--- src/rtl/vector_list_sequencer.sv ---
// Display-list walker: fetches JUMP/DRAW/NOP/END words from synchronous RAM and
// hands one beam command at a time to the vector control block, pacing on ready.
module vector_list_sequencer #(
  parameter int ADDR_W        = 10,
  parameter int SETTLE_CYCLES = 2
) (
  input  logic              clk,
  input  logic              reset,
  input  logic              start,
  input  logic              abort,
  input  logic [ADDR_W-1:0] base_addr,
  output logic [ADDR_W-1:0] mem_addr,
  output logic              mem_rd,
  input  logic [31:0]       mem_data,
  input  logic              ready,
  output logic [11:0]       x,
  output logic [11:0]       y,
  output logic              jump,
  output logic              draw,
  output logic              busy,
  output logic              done,
  output logic              overrun,
  output logic [15:0]       vec_count
);

  localparam int SW = $clog2(SETTLE_CYCLES + 1);

  typedef enum logic [2:0] {
    S_IDLE, S_FETCH, S_WAIT, S_DECODE, S_ISSUE, S_SETTLE, S_DRAIN, S_DONE
  } state_t;

  typedef enum logic [1:0] {OP_JUMP, OP_DRAW, OP_NOP, OP_END} op_t;

  state_t          state;
  op_t             cmd_op;
  logic [11:0]     cmd_x;
  logic [11:0]     cmd_y;
  logic [SW-1:0]   settle_cnt;
  logic            at_end;
  logic            unused_bits;

  assign at_end      = (mem_addr == '1);
  assign unused_bits = ^mem_data[29:24];

  always_ff @(posedge clk) begin
    if (reset) begin
      state      <= S_IDLE;
      cmd_op     <= OP_JUMP;
      cmd_x      <= '0;
      cmd_y      <= '0;
      settle_cnt <= '0;
      mem_addr   <= '0;
      mem_rd     <= 1'b0;
      x          <= '0;
      y          <= '0;
      jump       <= 1'b0;
      draw       <= 1'b0;
      busy       <= 1'b0;
      done       <= 1'b0;
      overrun    <= 1'b0;
      vec_count  <= '0;
    end else if (abort && state != S_IDLE) begin
      state  <= S_IDLE;
      busy   <= 1'b0;
      mem_rd <= 1'b0;
      jump   <= 1'b0;
      draw   <= 1'b0;
      done   <= 1'b0;
    end else begin
      case (state)
        S_IDLE: begin
          done <= 1'b0;
          if (start && !abort) begin
            mem_addr  <= base_addr;
            vec_count <= '0;
            overrun   <= 1'b0;
            busy      <= 1'b1;
            mem_rd    <= 1'b1;
            state     <= S_FETCH;
          end
        end
        S_FETCH: begin
          mem_rd <= 1'b0;
          state  <= S_WAIT;
        end
        S_WAIT: begin
          cmd_op <= op_t'(mem_data[31:30]);
          cmd_x  <= mem_data[23:12];
          cmd_y  <= mem_data[11:0];
          state  <= S_DECODE;
        end
        S_DECODE: begin
          case (cmd_op)
            OP_END: begin
              done  <= 1'b1;
              state <= S_DONE;
            end
            OP_NOP: begin
              if (at_end) begin
                overrun <= 1'b1;
                done    <= 1'b1;
                state   <= S_DONE;
              end else begin
                mem_addr <= mem_addr + ADDR_W'(1);
                mem_rd   <= 1'b1;
                state    <= S_FETCH;
              end
            end
            default: begin
              x     <= cmd_x;
              y     <= cmd_y;
              state <= S_ISSUE;
              // Ready already high: pulse lands in the first ISSUE cycle.
              if (ready) begin
                jump <= (cmd_op == OP_JUMP);
                draw <= (cmd_op == OP_DRAW);
                if (vec_count != '1) vec_count <= vec_count + 16'd1;
              end
            end
          endcase
        end
        S_ISSUE: begin
          if (jump || draw) begin
            jump       <= 1'b0;
            draw       <= 1'b0;
            settle_cnt <= SW'(SETTLE_CYCLES - 1);
            state      <= S_SETTLE;
          end else if (ready) begin
            jump <= (cmd_op == OP_JUMP);
            draw <= (cmd_op == OP_DRAW);
            if (vec_count != '1) vec_count <= vec_count + 16'd1;
          end
        end
        S_SETTLE: begin
          if (settle_cnt == '0) state <= S_DRAIN;
          else                  settle_cnt <= settle_cnt - SW'(1);
        end
        S_DRAIN: begin
          if (ready) begin
            if (at_end) begin
              overrun <= 1'b1;
              done    <= 1'b1;
              state   <= S_DONE;
            end else begin
              mem_addr <= mem_addr + ADDR_W'(1);
              mem_rd   <= 1'b1;
              state    <= S_FETCH;
            end
          end
        end
        S_DONE: begin
          done  <= 1'b0;
          busy  <= 1'b0;
          state <= S_IDLE;
        end
        default: state <= S_IDLE;
      endcase
    end
  end

endmodule
--- config.mk ---
export PLATFORM = sky130hd
export DESIGN_NAME = vector_list_sequencer
export DESIGN_NICKNAME = d
export VERILOG_FILES = /design/src/rtl/vector_list_sequencer.sv
export SDC_FILE = /design/constraint.sdc
export NUM_CORES = 1
export LEC_CHECK = 0
export BUFFER_PORTS_ARGS = -buffer_cell sky130_fd_sc_hd__buf_2
export CAP_MARGIN = 20
export CORE_ASPECT_RATIO = 0.7
export CORE_MARGIN = 3
export CORE_UTILIZATION = 55
export CTS_CLUSTER_SIZE = 16
export DETAILED_ROUTE_END_ITERATION = 12
export PLACE_DENSITY = 0.9
export SLEW_MARGIN = 20
export SYNTH_ARGS = -nofsm -noshare
export SYNTH_HDL_FRONTEND = slang
export SYNTH_SLANG_ARGS = --single-unit
--- constraint.sdc ---
create_clock -name clk -period 4.7 [get_ports clk]
set_clock_uncertainty 0.1 [all_clocks]
set_input_delay 0.235 -clock clk [delete_from_list [all_inputs] [get_ports clk]]
set_output_delay 0.235 -clock clk [all_outputs]
set_load 0.02 [all_outputs]
==> run summary <==
The share of the Yosys chip area taken by registers is 43.7%. The critical setup path kind was flop to flop. In this run the tightest slew margin relative to its limit is 33.2%. 0 antenna diodes ended up in the layout. Growth of design area from synthesis to finish: 18.3%. Detailed-route vias per instance: 5.88. The run gives 4.79 ns as the required time at the worst-slack endpoint. The tightest hold margin is 0.0178 ns, and the worst-case clock buffer depth is 2. For the total DRC errors in the routed layout, the log shows 0. The run gives 0 as the number of antenna violations at the first check in global routing.

The detailed router finished its first iteration with 460 violations. The core area was 0.00688 sq mm; the count of buffers inserted at the top-level ports was 96. The net count of the mapped netlist came out at 561. The final count of hold timing violations is 0, and the power density over cell area is 297 mW/mm^2. The clock sink total came out at 87. The leakage component of the power is 1.83 nW.

Global routing consumed, over all layers together, 25.6% of the routing resources. The path class of the tightest hold or removal check is input port to flop. The tools report the number of max-slew violations in the final report as 0. The first global-routing pass estimated 17500 microns of wire. sky130_fd_sc_hd__dfxtp_1 takes more of the synthesized area than any other cell.

The largest net degree at the start of global routing is 79. The number of cells in the finished layout apart from fillers was 688; the total detailed-routing wirelength was 10500 microns. The net count of the finished layout is 640.

The flip-flop and latch count after synthesis came out at 87. The clock-pin slew reported for the worst setup and hold paths after clock tree synthesis was 0.09 ns; the warning count from the yosys run was 0. The initialized floorplan defines 25 standard-cell rows. In this run the horizontal extent of the chip is 108 microns. For the via count of the first global-routing pass, the log shows 3725. TritonCTS built the clock tree. The area fraction of the dominant cell type after synthesis is 43.7%. The run gives 0.890 as the routability congestion estimate. Fraction of final layout cells with drive strength greater than 1: 21.7%. Post-synthesis async set-or-reset flop share: 0%. The run gives 511 as the synthesized instance count.

The die boundary height was 77.2 microns; the transition time at the pin with the least slew margin was 1.00 ns. Setup violations remaining at the end of the flow were counted as 0. For the total placed cells including tap cells, the log shows 669. Counting flops with a built-in enable in the synthesized netlist gives 0. Sorting the synthesized cells by area gives the leading types as sky130_fd_sc_hd__dfxtp_1 (44%), sky130_fd_sc_hd__nand2_1 (13%), sky130_fd_sc_hd__a21oi_1 (11%), sky130_fd_sc_hd__clkbuf_1 (2.8%), sky130_fd_sc_hd__mux2i_1 (2.3%). The synthesized area divided by synthesized cell count is 7.79 sq um, and the HPWL after detailed placement is 7210 microns. The maximum achievable frequency was 349 MHz; the final-layout fill cell count was 588. The worst-path maximum fanout came out at 19.

The first detailed-routing pass ran for 5 iterations. The later pin in the worst-skew pair is clocked with a latency of 0.35 ns. Setup repair after global routing left no endpoint under its margin.

The detail route stage leaves a number of antenna-violating nets equal to 0. Dividing the final minimum period by the clock period gives 60.9%. The worst setup path is captured at a flop. After synthesis the cells add up to 0.00398 sq mm. In the final timing run, aggregate negative setup slack is 0 ns.

Max-cap violations in this run came to 0. The tree is rooted in a sky130_fd_sc_hd__clkbuf_8. The run finished with clean final reports.

The H-tree was split into 3 levels. IR analysis of the VDD net gives a maximum drop of 0.230 mV. 103 I/O pins were placed. The unique cell type count in the Yosys netlist is 49. For the worst setup path, the data arrival time is 2.95 ns.

Once the clock tree was built, the resizer swapped 0 gates to a different size. Buffers inserted during clock tree synthesis total 9. The detailed-route via count is 4046.

The top cell types in the final layout, fill and taps aside, are sky130_fd_sc_hd__nand2_1 (136), sky130_fd_sc_hd__buf_2 (96), sky130_fd_sc_hd__dfxtp_1 (87). The clock period minus final worst setup slack works out to 2.86 ns. The run gives 0 as the final global-route overflow total.

Critical path startpoint category: a flop. The average wire per standard cell is 15.3 microns, and the area of the die is 0.00831 sq mm. Leaving out fill and tap cells, the most frequent cell in the layout is sky130_fd_sc_hd__nand2_1. The logs give 0.00140 W for the overall power of the completed layout and 57.9% for the initial standard-cell utilization of the core.

Among all flip-flop cells after synthesis, the most frequent one is sky130_fd_sc_hd__dfxtp_1.
==> metal layers <==
layer | global-route usage [%] | vias up | wire length (microns)
li1 | - | 1942 | -
met1 | 34.5 | 1874 | 4370
met2 | 41.3 | 209 | 5020
met3 | 5.55 | 21 | 944
met4 | 7.57 | 0 | 169
met5 | 0 | - | 0
==> Yosys cell counts, types with 3 or more instances <==
library cell,number
sky130_fd_sc_hd__nor3_1,10
sky130_fd_sc_hd__nand2b_1,11
sky130_fd_sc_hd__nor2b_1,3
sky130_fd_sc_hd__nand3b_1,4
sky130_fd_sc_hd__o21ai_0,13
sky130_fd_sc_hd__o221a_2,5
sky130_fd_sc_hd__a21boi_1,3
sky130_fd_sc_hd__buf_2,3
sky130_fd_sc_hd__a211oi_1,6
sky130_fd_sc_hd__a21o_1,3
sky130_fd_sc_hd__and3_1,5
sky130_fd_sc_hd__or3_1,11
sky130_fd_sc_hd__clkbuf_1,30
sky130_fd_sc_hd__mux2i_1,9
sky130_fd_sc_hd__o32ai_1,5
sky130_fd_sc_hd__nand3_1,12
sky130_fd_sc_hd__nand4_1,7
sky130_fd_sc_hd__a21oi_1,86
sky130_fd_sc_hd__ha_1,3
sky130_fd_sc_hd__nand2_1,136
sky130_fd_sc_hd__dfxtp_1,87
sky130_fd_sc_hd__a2111o_1,3
sky130_fd_sc_hd__inv_1,7
sky130_fd_sc_hd__nor2_1,14
sky130_fd_sc_hd__o22ai_1,3
==> worst max-delay path: stages (launching register included) <==
cell                      delay (ns)
sky130_fd_sc_hd__dfxtp_1        0.52
sky130_fd_sc_hd__or3_1          0.63
sky130_fd_sc_hd__nor2_1         0.57
sky130_fd_sc_hd__o22ai_1        0.46
sky130_fd_sc_hd__o21ai_0        0.32
sky130_fd_sc_hd__a21oi_1        0.11
==> cell type report <==
class | count | area (sq um) | area share, %
inverter | 8 | 30.0 | 0.637
clock buffer | 9 | 124 | 2.63
clock inverter | 6 | 70.1 | 1.49
multi-input combinational | 381 | 2090 | 44.3
timing repair buffer | 103 | 541 | 11.5
tap | 94 | 118 | 2.50
sequential | 87 | 1740 | 37.0
==> where the power goes <==
part / internal [W] / switching [W] / leakage [nW]
clock: 0.000246 / 0.000273 / 0.0883
sequential: 0.000747 / 0.0000157 / 0.703
combinational: 0.0000463 / 0.0000736 / 1.04
total: 0.00104 / 0.000362 / 1.83
==> cell families (layout without fill, tap and decap cells) <==
kind of cell	Yosys count	count (layout)	synth area share, %
fa+ha+maj	3	3	0.943
xor+xnor	1	1	0.220
flops	87	87	43.7
buf+inv	43	126	4.27
mux	10	10	2.54
simple gates	227	227	26.5
compound gates	140	140	21.8
==> sequential cells by signal, indices dropped and copies added (netlist names) <==
signal and cells:
mem_addr 10, mem_rd 1, state 3, cmd_op 2, jump 1, x 12
done 1, cmd_x 12, settle_cnt 2, cmd_y 12, overrun 1, draw 1
y 12, vec_count 16, busy 1
==> what timing repair did <==
item                      in CTS  in global routing
hold endpoints to repair       3                  0
hold buffers                   3                  0
setup buffers                  0                  0
==> through the flow <==
| step | utilization (%) | area, sq um | worst slack (ns) |
|---|---|---|---|
| 6_report | 68.5 | 4710 | 1.84 |
| 5_1_grt | 68.5 | 4710 | 1.63 |
| 4_1_cts | 68.3 | 4700 | 1.86 |
| 3_5_place_dp | 65.0 | 4470 | 1.88 |
| 3_3_place_gp | 65.0 | 4470 | 2.03 |
| 2_1_floorplan | - | 3980 | 2.48 |
==> final timing paths <==
check / from / end / slack, ns / cells after the start
setup / recovery: state[2] / mem_addr[2] / 1.84 / 5
hold reg to reg: cmd_x[2] / x[2] / 0.35 / 2
hold / removal: mem_data[18] / cmd_x[6] / 0.02 / 3
setup reg to reg: state[2] / mem_addr[2] / 1.84 / 5
Note: power is estimated with default switching activity, not from simulation.
